[src/rtl/swim_pkg.sv]
// Shared SWIM definitions: status/command codes, default timing, frame builder.
package swim_pkg;

    typedef enum logic [1:0] {
        SWIM_ACK     = 2'b00,
        SWIM_NACK    = 2'b01,
        SWIM_TIMEOUT = 2'b10
    } swim_status_e;

    localparam logic [2:0] SWIM_SRST = 3'b000;
    localparam logic [2:0] SWIM_ROTF = 3'b001;
    localparam logic [2:0] SWIM_WOTF = 3'b010;

    localparam int unsigned SWIM_T_SHORT     = 12;
    localparam int unsigned SWIM_T_LONG      = 120;
    localparam int unsigned SWIM_ACK_TIMEOUT = 4096;
    localparam int unsigned SWIM_FRAME_W     = 10;

    typedef enum logic [2:0] {
        ST_IDLE,
        ST_SEND,
        ST_ACK_WAIT,
        ST_ACK_LOW,
        ST_REPORT
    } swim_tx_state_e;

    // Left-aligned frame: header 0, payload MSB first, payload parity.
    function automatic logic [SWIM_FRAME_W-1:0] swim_build_frame(input logic is_cmd,
                                                                 input logic [7:0] data);
        if (is_cmd) begin
            swim_build_frame = {1'b0, data[2:0], ^data[2:0], 5'b00000};
        end else begin
            swim_build_frame = {1'b0, data, ^data};
        end
    endfunction

endpackage

[src/rtl/swim_in_sync.sv]
// Two-flop synchronizer for the SWIM pad with registered edge pulses.
module swim_in_sync (
    input  logic clk,
    input  logic reset_n,
    input  logic din,
    output logic fall,
    output logic rise
);

    logic meta;
    logic sync;
    logic sync_d;

    // Synchronize the idle-high pad and flag edges one cycle later.
    always_ff @(posedge clk) begin
        if (!reset_n) begin
            meta   <= 1'b1;
            sync   <= 1'b1;
            sync_d <= 1'b1;
            fall   <= 1'b0;
            rise   <= 1'b0;
        end else begin
            meta   <= din;
            sync   <= meta;
            sync_d <= sync;
            fall   <= sync_d & ~sync;
            rise   <= ~sync_d & sync;
        end
    end

endmodule

[src/rtl/swim_frame_tx.sv]
// SWIM low-speed frame transmitter with target acknowledge decode.
module swim_frame_tx
    import swim_pkg::*;
#(
    parameter int unsigned T_SHORT     = SWIM_T_SHORT,
    parameter int unsigned T_LONG      = SWIM_T_LONG,
    parameter int unsigned ACK_TIMEOUT = SWIM_ACK_TIMEOUT
) (
    input  logic       clk,
    input  logic       reset_n,
    input  logic [7:0] in_data,
    input  logic       in_is_cmd,
    input  logic       in_valid,
    output logic       in_ready,
    output logic       swim_oe,
    input  logic       swim_in,
    output logic [1:0] status,
    output logic       status_valid,
    output logic       busy
);

    localparam int unsigned PHASE_W    = 8;
    localparam int unsigned BIT_W      = 4;
    localparam int unsigned TMO_W      = 16;
    localparam int unsigned LOW_W      = 8;
    localparam int unsigned T_BIT      = T_SHORT + T_LONG;
    localparam int unsigned ACK_THRESH = T_BIT / 2;

    swim_tx_state_e            state, state_d;
    logic [PHASE_W-1:0]        phase_cnt, phase_d;
    logic [BIT_W-1:0]          bit_idx, bit_d;
    logic [TMO_W-1:0]          tmo_cnt, tmo_d;
    logic [LOW_W-1:0]          low_cnt, low_d;
    logic [SWIM_FRAME_W-1:0]   frame, frame_d;
    logic [BIT_W-1:0]          frame_len, len_d;
    logic [1:0]                status_d;
    logic                      cur_bit;
    logic                      oe_d;
    logic                      line_fall;
    logic                      line_rise;

    swim_in_sync u_sync (
        .clk     (clk),
        .reset_n (reset_n),
        .din     (swim_in),
        .fall    (line_fall),
        .rise    (line_rise)
    );

    // State, counters and registered outputs.
    always_ff @(posedge clk) begin
        if (!reset_n) begin
            state        <= ST_IDLE;
            phase_cnt    <= '0;
            bit_idx      <= '0;
            tmo_cnt      <= '0;
            low_cnt      <= '0;
            frame        <= '0;
            frame_len    <= '0;
            swim_oe      <= 1'b0;
            in_ready     <= 1'b0;
            status       <= SWIM_ACK;
            status_valid <= 1'b0;
            busy         <= 1'b0;
        end else begin
            state        <= state_d;
            phase_cnt    <= phase_d;
            bit_idx      <= bit_d;
            tmo_cnt      <= tmo_d;
            low_cnt      <= low_d;
            frame        <= frame_d;
            frame_len    <= len_d;
            swim_oe      <= oe_d;
            in_ready     <= (state_d == ST_IDLE);
            status       <= status_d;
            status_valid <= (state_d == ST_REPORT);
            busy         <= (state_d != ST_IDLE);
        end
    end

    // Next state, counter updates and next line drive level.
    always_comb begin
        state_d  = state;
        phase_d  = phase_cnt;
        bit_d    = bit_idx;
        tmo_d    = tmo_cnt;
        low_d    = low_cnt;
        frame_d  = frame;
        len_d    = frame_len;
        status_d = status;
        cur_bit  = 1'b0;
        oe_d     = 1'b0;

        case (state)
            ST_IDLE: begin
                if (in_valid && in_ready) begin
                    state_d = ST_SEND;
                    frame_d = swim_build_frame(in_is_cmd, in_data);
                    len_d   = in_is_cmd ? BIT_W'(5) : BIT_W'(10);
                end
            end
            ST_SEND: begin
                if (phase_cnt == PHASE_W'(T_BIT - 1)) begin
                    phase_d = '0;
                    if (bit_idx == frame_len - BIT_W'(1)) begin
                        state_d = ST_ACK_WAIT;
                    end else begin
                        bit_d = bit_idx + BIT_W'(1);
                    end
                end else begin
                    phase_d = phase_cnt + PHASE_W'(1);
                end
            end
            ST_ACK_WAIT: begin
                if (line_fall) begin
                    state_d = ST_ACK_LOW;
                end else if (tmo_cnt == TMO_W'(ACK_TIMEOUT - 1)) begin
                    state_d  = ST_REPORT;
                    status_d = SWIM_TIMEOUT;
                end else begin
                    tmo_d = tmo_cnt + TMO_W'(1);
                end
            end
            ST_ACK_LOW: begin
                if (line_rise) begin
                    state_d  = ST_REPORT;
                    status_d = (low_cnt < LOW_W'(ACK_THRESH)) ? SWIM_ACK : SWIM_NACK;
                end else if (tmo_cnt == TMO_W'(ACK_TIMEOUT - 1)) begin
                    state_d  = ST_REPORT;
                    status_d = SWIM_TIMEOUT;
                end else begin
                    tmo_d = tmo_cnt + TMO_W'(1);
                    if (low_cnt != '1) begin
                        low_d = low_cnt + LOW_W'(1);
                    end
                end
            end
            ST_REPORT: begin
                state_d = ST_IDLE;
            end
            default: begin
                state_d = ST_IDLE;
            end
        endcase

        // Every state entry starts its counters from zero.
        if (state_d != state) begin
            phase_d = '0;
            bit_d   = '0;
            tmo_d   = '0;
            low_d   = '0;
        end

        cur_bit = frame_d[BIT_W'(SWIM_FRAME_W - 1) - bit_d];
        if (state_d == ST_SEND) begin
            oe_d = cur_bit ? (phase_d < PHASE_W'(T_SHORT)) : (phase_d < PHASE_W'(T_LONG));
        end
    end

endmodule
[config.mk]
export PLATFORM = sky130hd
export DESIGN_NAME = swim_frame_tx
export DESIGN_NICKNAME = d
export VERILOG_FILES = /design/src/rtl/swim_pkg.sv /design/src/rtl/swim_in_sync.sv /design/src/rtl/swim_frame_tx.sv
export SDC_FILE = /design/constraint.sdc
export NUM_CORES = 1
export LEC_CHECK = 0
export ABC_AREA = 1
export CAP_MARGIN = 40
export CORE_MARGIN = 4
export CORE_UTILIZATION = 55
export DETAILED_ROUTE_END_ITERATION = 7
export HOLD_SLACK_MARGIN = 0.02
export MAX_ROUTING_LAYER = met4
export PLACE_DENSITY_LB_ADDON = 0.12
export SKIP_CTS_REPAIR_TIMING = 1
export SYNTH_ARGS = -nofsm -noshare
export SYNTH_HDL_FRONTEND = slang
export SYNTH_SLANG_ARGS = --single-unit
[constraint.sdc]
create_clock -name clk -period 4.5 [get_ports clk]
set_clock_uncertainty 0.15 [all_clocks]
set_input_delay 0.9 -clock clk [delete_from_list [all_inputs] [get_ports clk]]
set_output_delay 0.9 -clock clk [all_outputs]
set_load 0.02 [all_outputs]
# Yosys cells after proc, flatten, opt, wreduce, memory -nomap -nowiden
# Cells that the tools add are included.
# word_totals
ff_bits,64
output_inout_bits,6
input_bits,13
# classes
eq_ne,12
bitwise,7
addsub,6
magnitude_cmp,4
n_mux,30
n_reduce_logical,13
# ops
cell,count
2-to-1 mux 16 bit,3
case mux 16 bit (2 select lines),1
2-to-1 mux 8 bit,3
2-to-1 mux 10 bit,2
2-to-1 mux 4 bit,5
2-to-1 mux 3 bit,6
"adder 16 x 1 -> 16 bit, second input constant",1
"adder 8 x 1 -> 8 bit, second input constant",2
"== test 16 x 12 -> 1 bit, second input constant",1
"< comparator 8 x 7 -> 1 bit, second input constant",2
case mux 3 bit (4 select lines),1
2-to-1 mux 9 bit,1
"== test 8 bit, second input constant",1
"< comparator 8 x 4 -> 1 bit, second input constant",1
"!= test 8 bit, second input constant",1
XOR reduction 8 bit,1
"== test 3 x 1 -> 1 bit, second input constant",2
"== test 3 x 2 -> 1 bit, second input constant",2
zero test 3 bit,2
2-to-1 mux 2 bit,3
AND reduction 2 bit,3
"< comparator 4 x 5 -> 1 bit, second input constant",1
NOT 1 bit,5
"adder 4 x 1 -> 4 bit, second input constant",1
other kinds (17),21

# Logic depth before layout (Yosys ltp)
# logic_depth
ltp_word,11
depth_mapped,18
ltp_nobuf,18

# By module
# A second synthesis with hierarchy kept.
# hier_totals
hier_cells,466
area_unflattened_um2,3319.4
# modules_own_cells
mod,cells_per_inst,n_inst,area_per_inst_um2,seq_area_each_um2
swim_frame_tx,452,1,3183.1,1141.1
swim_in_sync,14,1,136.4,100.1

# Least setup slack after synthesis
# OpenSTA, ideal clock, no wires.
# synth_timing
kind,in2reg
from,in in_valid
to,reg swim_oe
setup_slack_ns,1.808
t_required_ns,4.237
setup_ns,0.113
n_path_buf,0
t_arrival_ns,2.430
path_stages,12
cell_sequence,nand4_2 nand2_2 nor2_2 nand2_4 or2_2 ha_1 inv_1 nand3_1 nand3_1 nand2_1 nor2_1 nor2_1
# synth_between
elab_chain_cells,9
word_cells_on_any_way,16
cone_classes,add/sub (1); order compare (2); eq/ne (2); mux (9); reduce/logical (2)
# synth_rtl
item,line_no,rtl
"start, declared",swim_frame_tx.sv:13,"input logic in_valid,"
logical AND 1 bit *,swim_frame_tx.sv:96,if (in_valid && in_ready) begin
2-to-1 mux 3 bit,swim_frame_tx.sv:96,
case mux 3 bit (4 select lines),swim_frame_tx.sv:94,case (state)
!= test 3 bit,swim_frame_tx.sv:147,if (state_d != state) begin
2-to-1 mux 4 bit,swim_frame_tx.sv:147,
subtractor 4 bit,swim_frame_tx.sv:154,cur_bit = frame_d[BIT_W'(SWIM_FRAME_W - 1) - bit_d];
binary-select mux 1 bit (select 4 bit),swim_frame_tx.sv:154,
2-to-1 mux 1 bit (implied by the code),swim_frame_tx.sv:154,
2-to-1 mux 1 bit,swim_frame_tx.sv:156,oe_d = cur_bit ? (phase_d < PHASE_W'(T_SHORT)) : (phase_d < PHASE_W'(T_LONG));
"end signal, assigned",swim_frame_tx.sv:60,swim_oe <= 1'b0;
"end signal, assigned",swim_frame_tx.sv:73,swim_oe <= oe_d;
"end, declared",swim_frame_tx.sv:15,"output logic swim_oe,"
# Mark *: on every way between the ends. The rest lies on a longest branch, timed or not. The select of a mux whose other input is x is not followed.
# A chain may end at the register's enable or synchronous reset.

# Worst setup path after layout
# Ends and elaborated chain as after synthesis.

==> impl_results.md <==
* Syn Area/Cell at 6.99 um2
* Relative slew slack at 61.4%
* DRC viols at 0
* Cell row count at 27
* Setup violators final at 0
* Num CTS Buffers at 9
* PortBufs at 18
* Largest net degree at the start of global routing at 28
* Finished Cell Area at 3610 um2
* Run status: completed
* Area grow syn2layout at 14.0%
* RePlAce Congestion at 0.929
* Total nets after synthesis at 473
* WHS at 0.263 ns
* MaxCap Viol Count at 0
* CTS tree: yes
* Mapped Cells at 453
* Vias at 2,797
* Final Hold Fails at 0
* Initial Util at 57.2%
* Post-synthesis compound-gate area fraction at 7.86%
* Clock Sinks at 62
* Synth Area in XOR/XNOR at 6.04%
* Worst Path Arrival at 3.37 ns
* Synth unique cells at 35
* Unrepaired setup endpoints after global routing: false
* Register area share after synthesis at 39.2%
* Fill cells at 522
* Via/cell ratio at 5.05
* Total Routed Length at 6420 um
* Die ar. at 7040 um2
* Flops & latches, synth at 62
* Share of cells above drive strength 1 at 8.92%
* I/O pin count at 19
* Total gr overflow at 0
* Top post-synthesis cells by area: dfxtp_1 (39%), nand2_1 (11%), nor2_1 (7.8%)
* Max clock buf depth at 2
* CTS clk-pin slew, worst paths at 0.07 ns
* Tmin final at 3.25 ns
* Setup TNS at 0 ns
* Floorplan core area at 5540 um2
* Largest area contributor in the netlist: dfxtp_1
* Simple-gate area share of the yosys netlist at 35.3%
* Post-route clock period utilization at 72.3%
* Fin nets at 497
* Clk root buf: clkbuf_8
* Largest family of logic cells by synthesized area: simple AND/OR/NAND/NOR gates
* Power density over the cells at 313 nW/um2
* Die span in x at 83.9 um
* Crit Path Class: input port to flop
* Antenna violations before repair at 0
* Adder-Cell Fraction of Synth Area at 2.76%
* Hpwl dp at 4760 um
* Synthesized area at 3170 um2
* Drt first pass iters at 4
* FMAX at 307 MHz
* Yosys warns at 0
* Number of global-route vias before repair at 2,603
* Least-Margin Pin Slew at 0.579 ns
* Iteration-0 DRC Markers at 151
* Total number of H-tree levels at 3
* Worst path required time at 4.62 ns
* Worst hold path class: flop to flop
* First-pass GRT wire length at 11,200 um
* Drt wl/cell at 11.6 um
* Vert. Die Dim at 83.9 um
* Final Max Tran Viols at 0
* Post-synth top area share at 39.2%
* Max IR drop VDD at 222 uV
* Mux share of post-synthesis cell area at 0%
* Crit. End Element: flop
* Dpl cell area at 3430 um2
* Crit-path max FO at 17
* Post-route ant nets at 0
* Diodes inserted at 0
* Overall routing resource usage at 19.8%
* Startpoint type of the worst setup path: input port
* Clock Latency Late Sink at 0.33 ns
* Leakage at 0.00143 uW
-- final timing paths --
path	slack, ns	cells past startpoint	to	from
worst max-delay path	1.25	15	swim_oe	in_valid
worst min-delay path	0.26	1	u_sync.sync	u_sync.meta
worst max register to register	1.69	18	swim_oe	frame_len[2]
worst min register to register	0.26	1	u_sync.sync	u_sync.meta
-- layout make-up --
type	count	area (um2)	share of cell area, %
Multi-Input combinational cell	318	1650	45.6
Sequential cell	62	1240	34.4
Inverter	67	254	7.03
Timing Repair Buffer	19	195	5.41
Clock buffer	12	135	3.74
Tap cell	72	90.1	2.49
Clock inverter	4	47.5	1.32
-- registers in the layout (all words and copies together), names as in the netlist, 2 cells and up --
signal,cells
status,2
phase_cnt,8
tmo_cnt,16
frame,10
state,3
bit_idx,4
frame_len,2
low_cnt,8
-- synth_stat cells --
library cell	number
nand2_1	94
nand3b_1	2
a21oi_1	18
xor2_2	1
a32oi_1	1
nor3b_1	4
nor4_1	4
nor3_2	1
o21ai_1	3
clkbuf_1	4
nor3_1	17
nand4_2	1
xnor2_1	6
nand3_1	31
ha_1	7
o221ai_1	1
a21oi_2	1
o21bai_1	1
a211oi_1	4
inv_2	5
nor2_1	66
a31oi_1	4
a21boi_0	2
dfxtp_1	62
xor2_1	14
o21ai_0	8
or2_2	5
buf_2	2
inv_1	61
nand2_4	2
inv_4	1
nand4_1	8
nand3_2	2
nor2_2	5
nand2_2	5
-- placed cells by master, fill, tap and decap left out, types with 8 or more instances in the layout --
| cell | count |
|---|---|
| nand2_1 | 94 |
| nor2_1 | 66 |
| dfxtp_1 | 62 |
| inv_1 | 61 |
| nand3_1 | 31 |
| a21oi_1 | 18 |
| clkdlybuf4s50_1 | 18 |
| nor3_1 | 17 |
| xor2_1 | 14 |
| clkbuf_8 | 9 |
| nand4_1 | 8 |
| o21ai_0 | 8 |
-- metrics by stage --
| step | cells | worst slack (ns) | utilization [%] | power, uW |
|---|---|---|---|---|
| floorplan | 453 | 1.81 | - | 644 |
| global placement | 537 | 1.01 | 61.6 | 676 |
| global route | 554 | 1.06 | 65.2 | 1180 |
| finish | 554 | 1.25 | 65.2 | 1130 |
| detailed placement | 538 | 0.948 | 61.9 | 679 |
| CTS | 554 | 1.28 | 65.2 | 1140 |
-- report_power, final --
| part | internal (uW) | leakage, uW | total, uW | switching (uW) |
|---|---|---|---|---|
| Combinational | 38.3 | 0.000840 | 102 | 63.9 |
| Sequential | 559 | 0.000502 | 565 | 5.58 |
| Clock | 255 | 0.0000904 | 464 | 209 |
| Total | 852 | 0.00143 | 1130 | 279 |
-- cells by family after synthesis --
group	after synthesis
flops	62
xor+xnor	21
compound gates	43
simple gates	247
fa+ha+maj	7
buf+inv	73
-- critical path, cell delays in order --
cell,delay (ns)
clkdlybuf4s50_1,0.48
nand4_2,0.38
nand2_2,0.21
a21oi_2,0.06
nand3_2,0.15
nand2_4,0.10
or2_2,0.29
ha_1,0.29
inv_1,0.08
nand3_1,0.09
nand3_1,0.09
nand2_1,0.06
nand2_1,0.05
nand2_1,0.04
nor2_1,0.08
-- per-layer routing --
metal / part of all wire (%) / GRT usage, % / up-vias / wire length [um]
met5: 0 / - / - / 0
met2: 46 / 31.2 / 52 / 2990
met1: 47 / 24.6 / 1237 / 3050
li1: - / - / 1500 / -
met3: 4.5 / 4.74 / 8 / 286
met4: 1.6 / 7.46 / 0 / 102
No activity file was read; power rests on OpenSTA's default activity.
